[src/rtl/display_scan_ctrl_pkg.sv]
// Shared constants and helpers for the multiplexed 7-segment scan controller.
package display_scan_ctrl_pkg;

    typedef logic [6:0] seg_t;

    localparam seg_t SEG_BLANK = 7'b0000000;
    localparam seg_t SEG_ALL   = 7'b1111111;
    localparam seg_t SEG_ZERO  = 7'b1111110;

    // Counter/index width that stays at least one bit for tiny ranges.
    function automatic int idx_width(input int n);
        return (n > 1) ? $clog2(n) : 1;
    endfunction

endpackage

[src/rtl/display_scan_ctrl_if.sv]
// Datapath-side and pin-side signals of the display scan controller.
interface display_scan_ctrl_if #(
    parameter int N_DIGITS = 4
);
    logic [4*N_DIGITS-1:0] Digits;
    logic                  Load;
    logic                  LZ_EN;
    logic                  LT;
    logic                  BI;
    logic [6:0]            Seg;
    logic [N_DIGITS-1:0]   An;
    logic                  Frame;

    modport master (
        output Digits, Load, LZ_EN, LT, BI,
        input  Seg, An, Frame
    );

    modport slave (
        input  Digits, Load, LZ_EN, LT, BI,
        output Seg, An, Frame
    );
endinterface

[src/rtl/bcd7seg_dec.sv]
// Combinational BCD to 7-segment {a..g} decoder with lamp-test and blanking.
module bcd7seg_dec
    import display_scan_ctrl_pkg::*;
(
    input  logic [3:0] bcd,
    input  logic       lt,
    input  logic       bi_n,
    output seg_t       seg
);

    always_comb begin
        seg = SEG_ZERO;
        case (bcd)
            4'd0:    seg = 7'b1111110;
            4'd1:    seg = 7'b0110000;
            4'd2:    seg = 7'b1101101;
            4'd3:    seg = 7'b1111001;
            4'd4:    seg = 7'b0110011;
            4'd5:    seg = 7'b1011011;
            4'd6:    seg = 7'b1011111;
            4'd7:    seg = 7'b1110000;
            4'd8:    seg = 7'b1111111;
            4'd9:    seg = 7'b1110011;
            default: seg = SEG_ZERO;
        endcase
        if (!bi_n) seg = SEG_BLANK;
        // Lamp test wins over blanking so a dark display can still be checked.
        if (lt) seg = SEG_ALL;
    end

endmodule

[src/rtl/display_scan_ctrl.sv]
// Time-multiplexed N-digit 7-segment scan with frame-synchronous double buffer,
// leading-zero suppression and a per-slot anti-ghosting guard.
module display_scan_ctrl
    import display_scan_ctrl_pkg::*;
#(
    parameter int N_DIGITS = 4,
    parameter int PRESCALE = 50000,
    parameter int GUARD    = 2
) (
    input  logic               clk,
    input  logic               rst_n,
    display_scan_ctrl_if.slave dsp
);

    localparam int IDX_W = idx_width(N_DIGITS);
    localparam int PS_W  = idx_width(PRESCALE);

    logic [PS_W-1:0]       presc_q, presc_d;
    logic [IDX_W-1:0]      idx_q, idx_d;
    logic [4*N_DIGITS-1:0] pend_q, pend_d;
    logic [4*N_DIGITS-1:0] act_q, act_d;
    seg_t                  seg_q, seg_d;
    logic [N_DIGITS-1:0]   an_q, an_d;
    logic                  frame_q, frame_d;

    logic                  slot_end;
    logic                  wrap;
    logic                  in_guard;
    logic [3:0]            nib;
    logic [N_DIGITS-1:0]   lz_mask;
    logic                  zero_run;
    logic                  lz_blank;
    logic                  bi_eff_n;
    seg_t                  dec_seg;

    always_comb begin
        slot_end = (presc_q == PS_W'(PRESCALE - 1));
        wrap     = slot_end && (idx_q == IDX_W'(N_DIGITS - 1));
        presc_d  = slot_end ? '0 : presc_q + 1'b1;
        idx_d    = idx_q;
        if (slot_end) idx_d = wrap ? '0 : idx_q + 1'b1;
        // Active only changes at the frame boundary, so a frame never tears.
        act_d    = wrap ? pend_q : act_q;
        pend_d   = dsp.Load ? dsp.Digits : pend_q;
        frame_d  = wrap;
    end

    always_comb begin
        nib = '0;
        for (int i = 0; i < N_DIGITS; i++) begin
            if (idx_q == IDX_W'(i)) nib = act_q[4*i +: 4];
        end
    end

    // lz_mask[i] is set when digits N_DIGITS-1 down to i are all zero.
    always_comb begin
        lz_mask  = '0;
        zero_run = 1'b1;
        for (int i = N_DIGITS - 1; i >= 1; i--) begin
            zero_run   = zero_run && (act_q[4*i +: 4] == 4'd0);
            lz_mask[i] = zero_run;
        end
        lz_blank = dsp.LZ_EN && lz_mask[idx_q];
        bi_eff_n = dsp.BI && !lz_blank;
    end

    bcd7seg_dec u_dec (
        .bcd  (nib),
        .lt   (dsp.LT),
        .bi_n (bi_eff_n),
        .seg  (dec_seg)
    );

    always_comb begin
        in_guard = (32'(presc_q) < 32'(GUARD));
        an_d     = in_guard ? '0 : (N_DIGITS'(1) << idx_q);
        seg_d    = in_guard ? SEG_BLANK : dec_seg;
    end

    always_ff @(posedge clk) begin
        if (!rst_n) begin
            presc_q <= '0;
            idx_q   <= '0;
            pend_q  <= '0;
            act_q   <= '0;
            seg_q   <= SEG_BLANK;
            an_q    <= '0;
            frame_q <= 1'b0;
        end else begin
            presc_q <= presc_d;
            idx_q   <= idx_d;
            pend_q  <= pend_d;
            act_q   <= act_d;
            seg_q   <= seg_d;
            an_q    <= an_d;
            frame_q <= frame_d;
        end
    end

    assign dsp.Seg   = seg_q;
    assign dsp.An    = an_q;
    assign dsp.Frame = frame_q;

endmodule

[src/flat_wrapper.sv]
// flat-port wrapper written by rule: the top's interface ports become plain ports
module display_scan_ctrl_flat import display_scan_ctrl_pkg::*;
#(
    parameter int N_DIGITS = 4,
    parameter int PRESCALE = 50000,
    parameter int GUARD    = 2
)
  (clk, rst_n, dsp_Digits, dsp_Load, dsp_LZ_EN, dsp_LT, dsp_BI, dsp_Seg, dsp_An, dsp_Frame);
  display_scan_ctrl_if #(.N_DIGITS(N_DIGITS)) dsp_i ();
  input  logic clk;
  input  logic rst_n;
  input wire logic [$bits(dsp_i.Digits)-1:0] dsp_Digits;
  input wire logic [$bits(dsp_i.Load)-1:0] dsp_Load;
  input wire logic [$bits(dsp_i.LZ_EN)-1:0] dsp_LZ_EN;
  input wire logic [$bits(dsp_i.LT)-1:0] dsp_LT;
  input wire logic [$bits(dsp_i.BI)-1:0] dsp_BI;
  output wire logic [$bits(dsp_i.Seg)-1:0] dsp_Seg;
  output wire logic [$bits(dsp_i.An)-1:0] dsp_An;
  output wire logic [$bits(dsp_i.Frame)-1:0] dsp_Frame;
  assign dsp_i.Digits = dsp_Digits;
  assign dsp_i.Load = dsp_Load;
  assign dsp_i.LZ_EN = dsp_LZ_EN;
  assign dsp_i.LT = dsp_LT;
  assign dsp_i.BI = dsp_BI;
  assign dsp_Seg = dsp_i.Seg;
  assign dsp_An = dsp_i.An;
  assign dsp_Frame = dsp_i.Frame;
  display_scan_ctrl #(.N_DIGITS(N_DIGITS), .PRESCALE(PRESCALE), .GUARD(GUARD)) u_core (.clk(clk), .rst_n(rst_n), .dsp(dsp_i));
endmodule
[config.mk]
export PLATFORM = sky130hd
export DESIGN_NAME = display_scan_ctrl_flat
export DESIGN_NICKNAME = d
export VERILOG_FILES = /design/src/rtl/display_scan_ctrl_pkg.sv /design/src/rtl/display_scan_ctrl_if.sv /design/src/rtl/bcd7seg_dec.sv /design/src/rtl/display_scan_ctrl.sv /design/src/flat_wrapper.sv
export SDC_FILE = /design/constraint.sdc
export NUM_CORES = 1
export LEC_CHECK = 0
export BUFFER_PORTS_ARGS = -buffer_cell sky130_fd_sc_hd__clkbuf_2
export CORE_MARGIN = 1.5
export CORE_UTILIZATION = 57
export CTS_CLUSTER_SIZE = 24
export DETAILED_ROUTE_END_ITERATION = 12
export PLACE_DENSITY = 0.79
export SLEW_MARGIN = 20
export SYNTH_ARGS = -nofsm -noshare
export SYNTH_HDL_FRONTEND = slang
export SYNTH_SLANG_ARGS = --single-unit
[constraint.sdc]
create_clock -name clk -period 2.8 [get_ports clk]
set_input_delay 0.14 -clock clk [delete_from_list [all_inputs] [get_ports clk]]
set_output_delay 0.14 -clock clk [all_outputs]
set_load 0.05 [all_outputs]
# Word level (Yosys, flattened, before mapping)
# Memory sizes are Yosys's and may differ from the RTL's.
# Index checks and enable logic that the tools add are counted.
[word_totals] mem_bits_ro=112 register_bits=62 inputBits=22 latch_bits=0 mem_count=1 ram_bits=0
[classes] mux=9 div_mod_pow=0 bitwise_logic=1 reduce_logical=12 order_cmp=2 add_sub_neg=2 n_shift=1 n_eq_ne=4 mul=0
[mem_list] name="(name not given)" words=16 width=7 read_ports=1 rd_ports_with_merged_regs=0 wr=0 line="bcd7seg_dec.sv:13" rtl="case (bcd)"
[ops] operator="16-bit by 1-bit adder with 16-bit output (second input constant)" count=1
[ops] operator="16-bit == test (second input constant)" count=1
[ops] operator="16-bit by 2-bit < comparator with 1-bit output (second input constant)" count=1
[ops] operator="4-bit two-way mux" count=4
[ops] operator="7-bit two-way mux" count=2
[ops] operator="4-bit logical NOT" count=3
[ops] operator="1-bit logical AND" count=5
[ops] operator="2-bit == test (second input constant)" count=2
[ops] operator="2-bit OR reduction" count=2
[ops] operator="1-bit by 2-bit << shifter with 4-bit output (first input constant)" count=1
[ops] operator="2-bit by 3-bit < comparator with 1-bit output (second input constant)" count=1
[ops] operator="2-bit by 1-bit adder with 2-bit output (second input constant)" count=1
[ops] operator="1-bit binary-select mux with 2-bit select" count=1
[ops] operator="2-bit by 1-bit == test with 1-bit output (second input constant)" count=1
[ops] operator="2-bit logical NOT" count=1
[ops] operator="2-bit two-way mux" count=1
[ops] operator="1-bit logical NOT" count=1
[ops] operator="1-bit two-way mux" count=1
[ops] operator="1-bit NOT" count=1

# Longest topological paths before layout
# Gate-level depths: netlist of run 1.
[logic_depth] ltp_word=10 ltp_mapped=11

# Modules after synthesis
# Synthesis of run 1 repeated with hierarchy kept, for this count alone.
[hier_totals] cells_unflattened=302 area_unflattened_um2=2763.9
[by_module_without_submodules] module="display_scan_ctrl" instances=1 cells_per_inst=270 seq_area_each_um2=1241.2 area_each_um2=2534.9
[by_module_without_submodules] module="bcd7seg_dec" instances=1 cells_per_inst=32 seq_area_each_um2=0.0 area_each_um2=229.0

# Worst setup path before layout of run 1
# OpenSTA, ideal clock, no wires.
[synth_path] path_type="flip-flop to flip-flop" startpoint="register u_core.idx_q[0]" endpoint="register u_core.seg_q[2], in the netlist u_core.dsp.Seg[2]" setup_slack_ns=0.517 path_stages_with_launch=10 required_time_ns=2.713 t_arrival_ns=2.195 setup_time_ns=0.087 path_cell_list="dfxtp_1 -> ha_1 -> buf_1 -> a211oi_1 -> a211oi_1 -> inv_1 -> ha_1 -> inv_1 -> o311ai_0 -> o31ai_1"
[synth_via] elab_chain_cells=8
[synth_rtl] element="from (decl)" line="display_scan_ctrl.sv:19" rtl="logic [IDX_W-1:0] idx_q, idx_d;"
[synth_rtl] element="from (signal assigned)" line="display_scan_ctrl.sv:91" rtl="idx_q <= idx_d;"
[synth_rtl] element="2-bit logical NOT" line="display_scan_ctrl.sv:51" rtl="if (idx_q == IDX_W'(i)) nib = act_q[4*i +: 4];"
[synth_rtl] element="4-bit two-way mux (4 in a row)" line="display_scan_ctrl.sv:51"
[synth_rtl] element="memory 16 x 7 bit"
[synth_rtl] element="7-bit two-way mux *" line="bcd7seg_dec.sv:26" rtl="if (!bi_n) seg = SEG_BLANK;"
[synth_rtl] element="7-bit two-way mux *" line="bcd7seg_dec.sv:28" rtl="if (lt) seg = SEG_ALL;"
[synth_rtl] element="to (signal assigned)" line="display_scan_ctrl.sv:94" rtl="seg_q <= seg_d;"
[synth_rtl] element="to (decl)" line="display_scan_ctrl.sv:22" rtl="seg_t seg_q, seg_d;"
# Mark *: on every way between the ends. The rest lies on a longest branch, timed or not. The select of a mux whose other input is x is not followed.
# A chain may end at the register's enable or synchronous reset.

# Final worst setup path of run 1
# Ends and elaborated chain as after synthesis.

==> results of run 1 <==
[registers in the layout, indices dropped and copies added (netlist names)]
signal	flops
u_core.pend_q	16
u_core.act_q	16
u_core.dsp.Seg	7
u_core.idx_q	2
u_core.presc_q	16
u_core.dsp.An	4
u_core.dsp.Frame	1
[routing by layer]
metal / global-route usage, % / wire length, um
met5: 0 / 0
met4: 11.7 / 104
met3: 7.88 / 248
met2: 33.6 / 2390
met1: 28.4 / 2450
[power groups by stage]
stage                     Clock (W)  Combinational [W]  Sequential [W]
after floorplan                   0          0.0000542        0.000970
after global placement            0           0.000117        0.000940
after detailed placement          0           0.000120        0.000941
after CTS                  0.000640           0.000120        0.000922
after global routing       0.000683           0.000131        0.000924
final                      0.000630           0.000119        0.000922
[placed cells by master, fill, tap and decap left out, drive strengths merged, types with 2 or more instances in the layout]
cell type	instances
xor2	3
mux2i	38
o31ai	2
or4	3
o21ai	2
nor4	5
dfxtp	62
a21oi	11
clkbuf	46
nand4	2
inv	14
xnor2	11
clkinv	2
nand3	11
nor2	51
nand3b	3
o211ai	3
ha	10
a211oi	4
nor3	11
o311ai	3
nor2b	2
nand2	9
and3	5
nor3b	2
[worst min-delay path, stage by stage]
cell,delay (ps)
clkbuf_2,70
mux2i_1,50
nor2_1,70
[final cells by class]
cell class | count | share of cell area, %
tap | 52 | 2.13
multi-input combinational | 199 | 45.1
clock inverter | 2 | 0.327
clock buffer | 13 | 4.54
inverter | 14 | 1.72
sequential | 62 | 40.6
timing repair buffer | 34 | 5.64
[through the flow]
step	worst slack, ps	instance area, um2	cells
finish	372	3060	376
global route	39.3	3060	376
CTS	266	3050	376
detailed placement	288	2900	361
global placement	428	2900	361
floorplan	517	2700	283
[kinds of logic after synthesis]
kind of cell	after synthesis
DFF	62
AOI/OAI and AO/OA	30
xor gates and xnor gates	14
buffers and inverters	22
adders and majority gates	10
and+or+nand+nor	107
muxes	38
[worst min-delay path by stage]
stage                                    to  cells after the start
after floorplan           u_core.dsp.Seg[2]                      2
after global placement    u_core.pend_q[11]                      3
after detailed placement  u_core.pend_q[10]                      3
after CTS                 u_core.pend_q[11]                      3
after global routing      u_core.pend_q[12]                      3
final                     u_core.pend_q[10]                      3
[timing repair]
item                                    in CTS  in global routing
resized for setup                            0                  2
setup buffers                                0                  0
endpoints found under the setup margin       0                  1
==> results_dict.tcl, run 1 <==
set metrics [dict create \
    synthesis.area_um2 2700 \
    synth.most_common_cell "dfxtp_1" \
    dp_hpwl_mm 3.74 \
    r2r_slack_ps 370 \
    utilization_pct 68.8 \
    fin_setup_tns_ps 0 \
    first_global_vias 1970 \
    pwr-share-seq_pct 55.2 \
    max_stage_delay_ps 450 \
    seq_area_um2 1240 \
    cts_inserted_buffers 9 \
    startpoint "u_core.idx_q[0]" \
    yosys.area_share.adder_pct 4.63 \
    cp.depth 9 \
    critPathCaptureType "register" \
    swShare_pct 24.4 \
    r2r_end "u_core.dsp.Seg[2]" \
    boundaryPins 34 \
    cts_hold_buf 0 \
    clk_pin_slew_ps 60 \
    track_usage_pct 22.4 \
    synthCells 283 \
    synth_area_leader_cell "dfxtp_1" \
    rows 24 \
    powerDensity_nw_per_um2 546 \
    power.share.clock_pct 37.7 \
    antenna_found_initial 0 \
    cp_common_cell "inv_1" \
    avgSynthCellArea_um2 9.55 \
    grt_max_degree 38 \
    synth.distinct_cells 42 \
    hp-class "input pin to register" \
    period_minus_slack_ps 2430 \
    vias_per_cell 5.62 \
    route.vias.total 2113 \
    path_cells "inv_1 > ha_1 > a211oi_1 > a211oi_2 > inv_1 > ha_1 > inv_1 > o311ai_0 > o31ai_1" \
    gp_congestion 0.835 \
    cts_tree "built" \
    r2r_cells 9 \
    status "finished, final reports clean" \
    yosysTopAreaCellShare_pct 45.9 \
    rsz0062_at_grt "no" \
    skew_ps 9.35 \
    wl_per_cell_um 13.8 \
    finalCritPeriodShare_pct 86.7 \
    slew_violations 0 \
    crit_buf_inv 3 \
    cap_violations 0 \
    async_flop_share_pct 0 \
    grt_pass1_wl_mm 8.85 \
    p_leak_nw 1.38 \
    fp.dieArea_um2 5170 \
    syn_to_final_growth_pct 13.1 \
    die_h_um 71.9 \
    synthTopCellsByArea "dfxtp_1 46%, mux2i_1 14%, nor2_1 7.1%" \
    netSwitchingPower_w 0.000407 \
    p_int_w 0.00126 \
    drc 0 \
    r2r-start "u_core.idx_q[0]" \
    worst_pin_slew_ps 589 \
    multi_input_area_um2 1380 \
    hold_start "dsp_Digits[10]" \
    diodes 0 \
    fp.coreArea_um2 4440 \
    hold_slack_ps 33.4 \
    wl_mm 5.19 \
    combPwrFrac_pct 7.1 \
    yosys_warnings 0 \
    die_width_um 71.9 \
    synth_xor_area_share_pct 4.53 \
    final.fill_count 361 \
    gr-total-overflow 0 \
    cts-root-buf "clkbuf_8" \
    total_power_w 0.00167 \
    fin_nets 352 \
    synth_edf_count 0 \
    endpoint "u_core.dsp.Seg[2]" \
    drive_gt1_share_pct 16.4 \
    synth-compound-area-share_pct 7.59 \
    clk_latency_ps 340 \
    ys.flop_type "dfxtp_1" \
    ys_top_cells_by_count "62 x dfxtp_1, 51 x nor2_1, 38 x mux2i_1, 13 x inv_1" \
    cts-htree-levels 3 \
    peakVddDrop_uv 309 \
    first_pass_iters 4 \
    cp.required_ps 3010 \
    syn_nets 315 \
    synth_seq_area_share_pct 45.9 \
    antenna_left 0 \
    cp_top_family "compound AO/OA/AOI/OAI gates" \
    hold_viol_final 0 \
    setup_violations 0 \
    path_max_fanout 8 \
    cp.arrival_ps 2640 \
    criticalPathCategory "register to register" \
    dr.first_iter.drc_count 138 \
    synth_seq_cells 62 \
    portBuffers 33 \
    synthMuxAreaShare_pct 14.1 \
    cp_slowest_cell "dfxtp_1" \
    synth_top_family_by_area "simple AND/OR/NAND/NOR gates" \
    clock_sinks 62 \
    start_util_pct 60.8 \
    synthSimpleGateAreaFrac_pct 19.9 \
    slew_headroom_pct 60.7 \
    clock.fmax_mhz 412 \
    clock_path_buffers 2 \
    crit_path_start_kind "register" \
]
(Power assumes the default switching activity.)
==> run 2: changes to the inputs <==
- CTS_BUF_LIST: not set -> sky130_fd_sc_hd__clkbuf_4 sky130_fd_sc_hd__clkbuf_8 sky130_fd_sc_hd__clkbuf_16
==> run 2 against run 1 <==
Net effect: largest power group unchanged; highest routed layer unchanged; cell count unchanged; total power is 2.2% higher; flip-flop and latch count unchanged; via count rose by 0.43%; worst hold slack better by 0.69 ps.
==> results_dict.tcl, run 2 (synthesized netlist as in run 1, its figures left out) <==
set metrics [dict create \
    p_leak_nw 1.40 \
    clock.fmax_mhz 412 \
    portBuffers 33 \
    vias_per_cell 5.64 \
    fin_nets 352 \
    path_max_fanout 8 \
    fp.coreArea_um2 4440 \
    drive_gt1_share_pct 17.6 \
    cts-htree-levels 3 \
    boundaryPins 34 \
    layout_commonest_cell "dfxtp_1" \
    start_util_pct 60.8 \
    cts_setup_buffers 0 \
    final_cells 376 \
    cts_hold_buf 0 \
    clk_latency_ps 340 \
    grt_max_degree 38 \
    total_power_w 0.00171 \
    status "finished, final reports clean" \
    cts_inserted_buffers 9 \
    gr-total-overflow 0 \
    first_pass_iters 4 \
    die_h_um 71.9 \
    rsz0062_at_grt "no" \
    cp.arrival_ps 2640 \
    dp_hpwl_mm 3.74 \
    clk_pin_slew_ps 60 \
    wl_mm 5.23 \
    gp_congestion 0.835 \
    crit_path_start_kind "register" \
    track_usage_pct 22.7 \
    first_global_vias 1987 \
    slew_violations 0 \
    slew_headroom_pct 60.7 \
    cp.required_ps 3010 \
    utilization_pct 69.2 \
    antenna_left 0 \
    peakVddDrop_uv 295 \
    hold_viol_final 0 \
    clock_path_buffers 2 \
    drc 0 \
    rows 24 \
    syn_to_final_growth_pct 13.7 \
    skew_ps 7.51 \
    cts-resized-gates 0 \
    die_width_um 71.9 \
    diodes 0 \
    critPathCaptureType "register" \
    cap_violations 0 \
    fp.dieArea_um2 5170 \
    layout_common_cells "62 x dfxtp_1, 51 x nor2_1, 38 x mux2i_1" \
    antenna_found_initial 0 \
    powerDensity_nw_per_um2 556 \
    cts_tree "built" \
    cts-root-buf "clkbuf_8" \
    dr.first_iter.drc_count 150 \
    place_inst 361 \
    period_minus_slack_ps 2430 \
    criticalPathCategory "register to register" \
    hp-class "input pin to register" \
    wl_per_cell_um 13.9 \
    setup_violations 0 \
    finalCritPeriodShare_pct 86.6 \
    worst_pin_slew_ps 589 \
    route.vias.total 2122 \
    grt_pass1_wl_mm 8.98 \
    top_regs "u_core.act_q (16), u_core.pend_q (16), u_core.presc_q (16)" \
    clock_sinks 62 \
    fin_setup_tns_ps 0 \
    hold_slack_ps 34.1 \
]
[run 2: report_power, final]
group          switching (W)  total [W]  leakage, nW  internal (W)
clock network       0.000313   0.000666       0.0909      0.000353
logic              0.0000784   0.000120        0.801     0.0000411
registers          0.0000133   0.000922        0.504      0.000909
total               0.000405    0.00171         1.40       0.00130
[run 2: layout make-up]
cell class | count | area [um2]
timing repair buffer | 34 | 173
clock buffer | 13 | 154
inverter | 14 | 52.6
tap | 52 | 65.1
fill | 360 | 1370
multi-input combinational | 199 | 1380
sequential | 62 | 1240
clock inverter | 2 | 10.0
[run 2: worst paths after layout]
path / startpoint / slack [ps] / to / depth (start not counted)
min reg2reg: u_core.presc_q[0] / 460 / u_core.presc_q[0] / 1
max: u_core.idx_q[0] / 370 / u_core.dsp.Seg[2] / 9
max reg2reg: u_core.idx_q[0] / 370 / u_core.dsp.Seg[2] / 9
min: dsp_Digits[10] / 30 / u_core.pend_q[10] / 3
[run 2: worst max-delay path, cell delays in order (launching register included)]
cell	delay [ps]
dfxtp_1	450
inv_1	150
ha_1	310
a211oi_1	300
a211oi_2	150
inv_1	140
ha_1	180
inv_1	50
o311ai_0	430
o31ai_1	130
[run 2: per-layer routing]
metal	up-vias	wire length, um	GRT usage, %
met5	-	0	0
li1	1059	-	-
met2	53	2330	34.3
met3	16	259	7.88
met4	0	127	11.7
met1	994	2510	28.7
[run 2: per-stage QoR]
stage / worst slack (ps) / cell area, um2
after floorplan: 517 / 2700
after global placement: 428 / 2900
after detailed placement: 288 / 2900
after CTS: 266 / 3070
after global routing: 39.3 / 3070
final: 374 / 3070
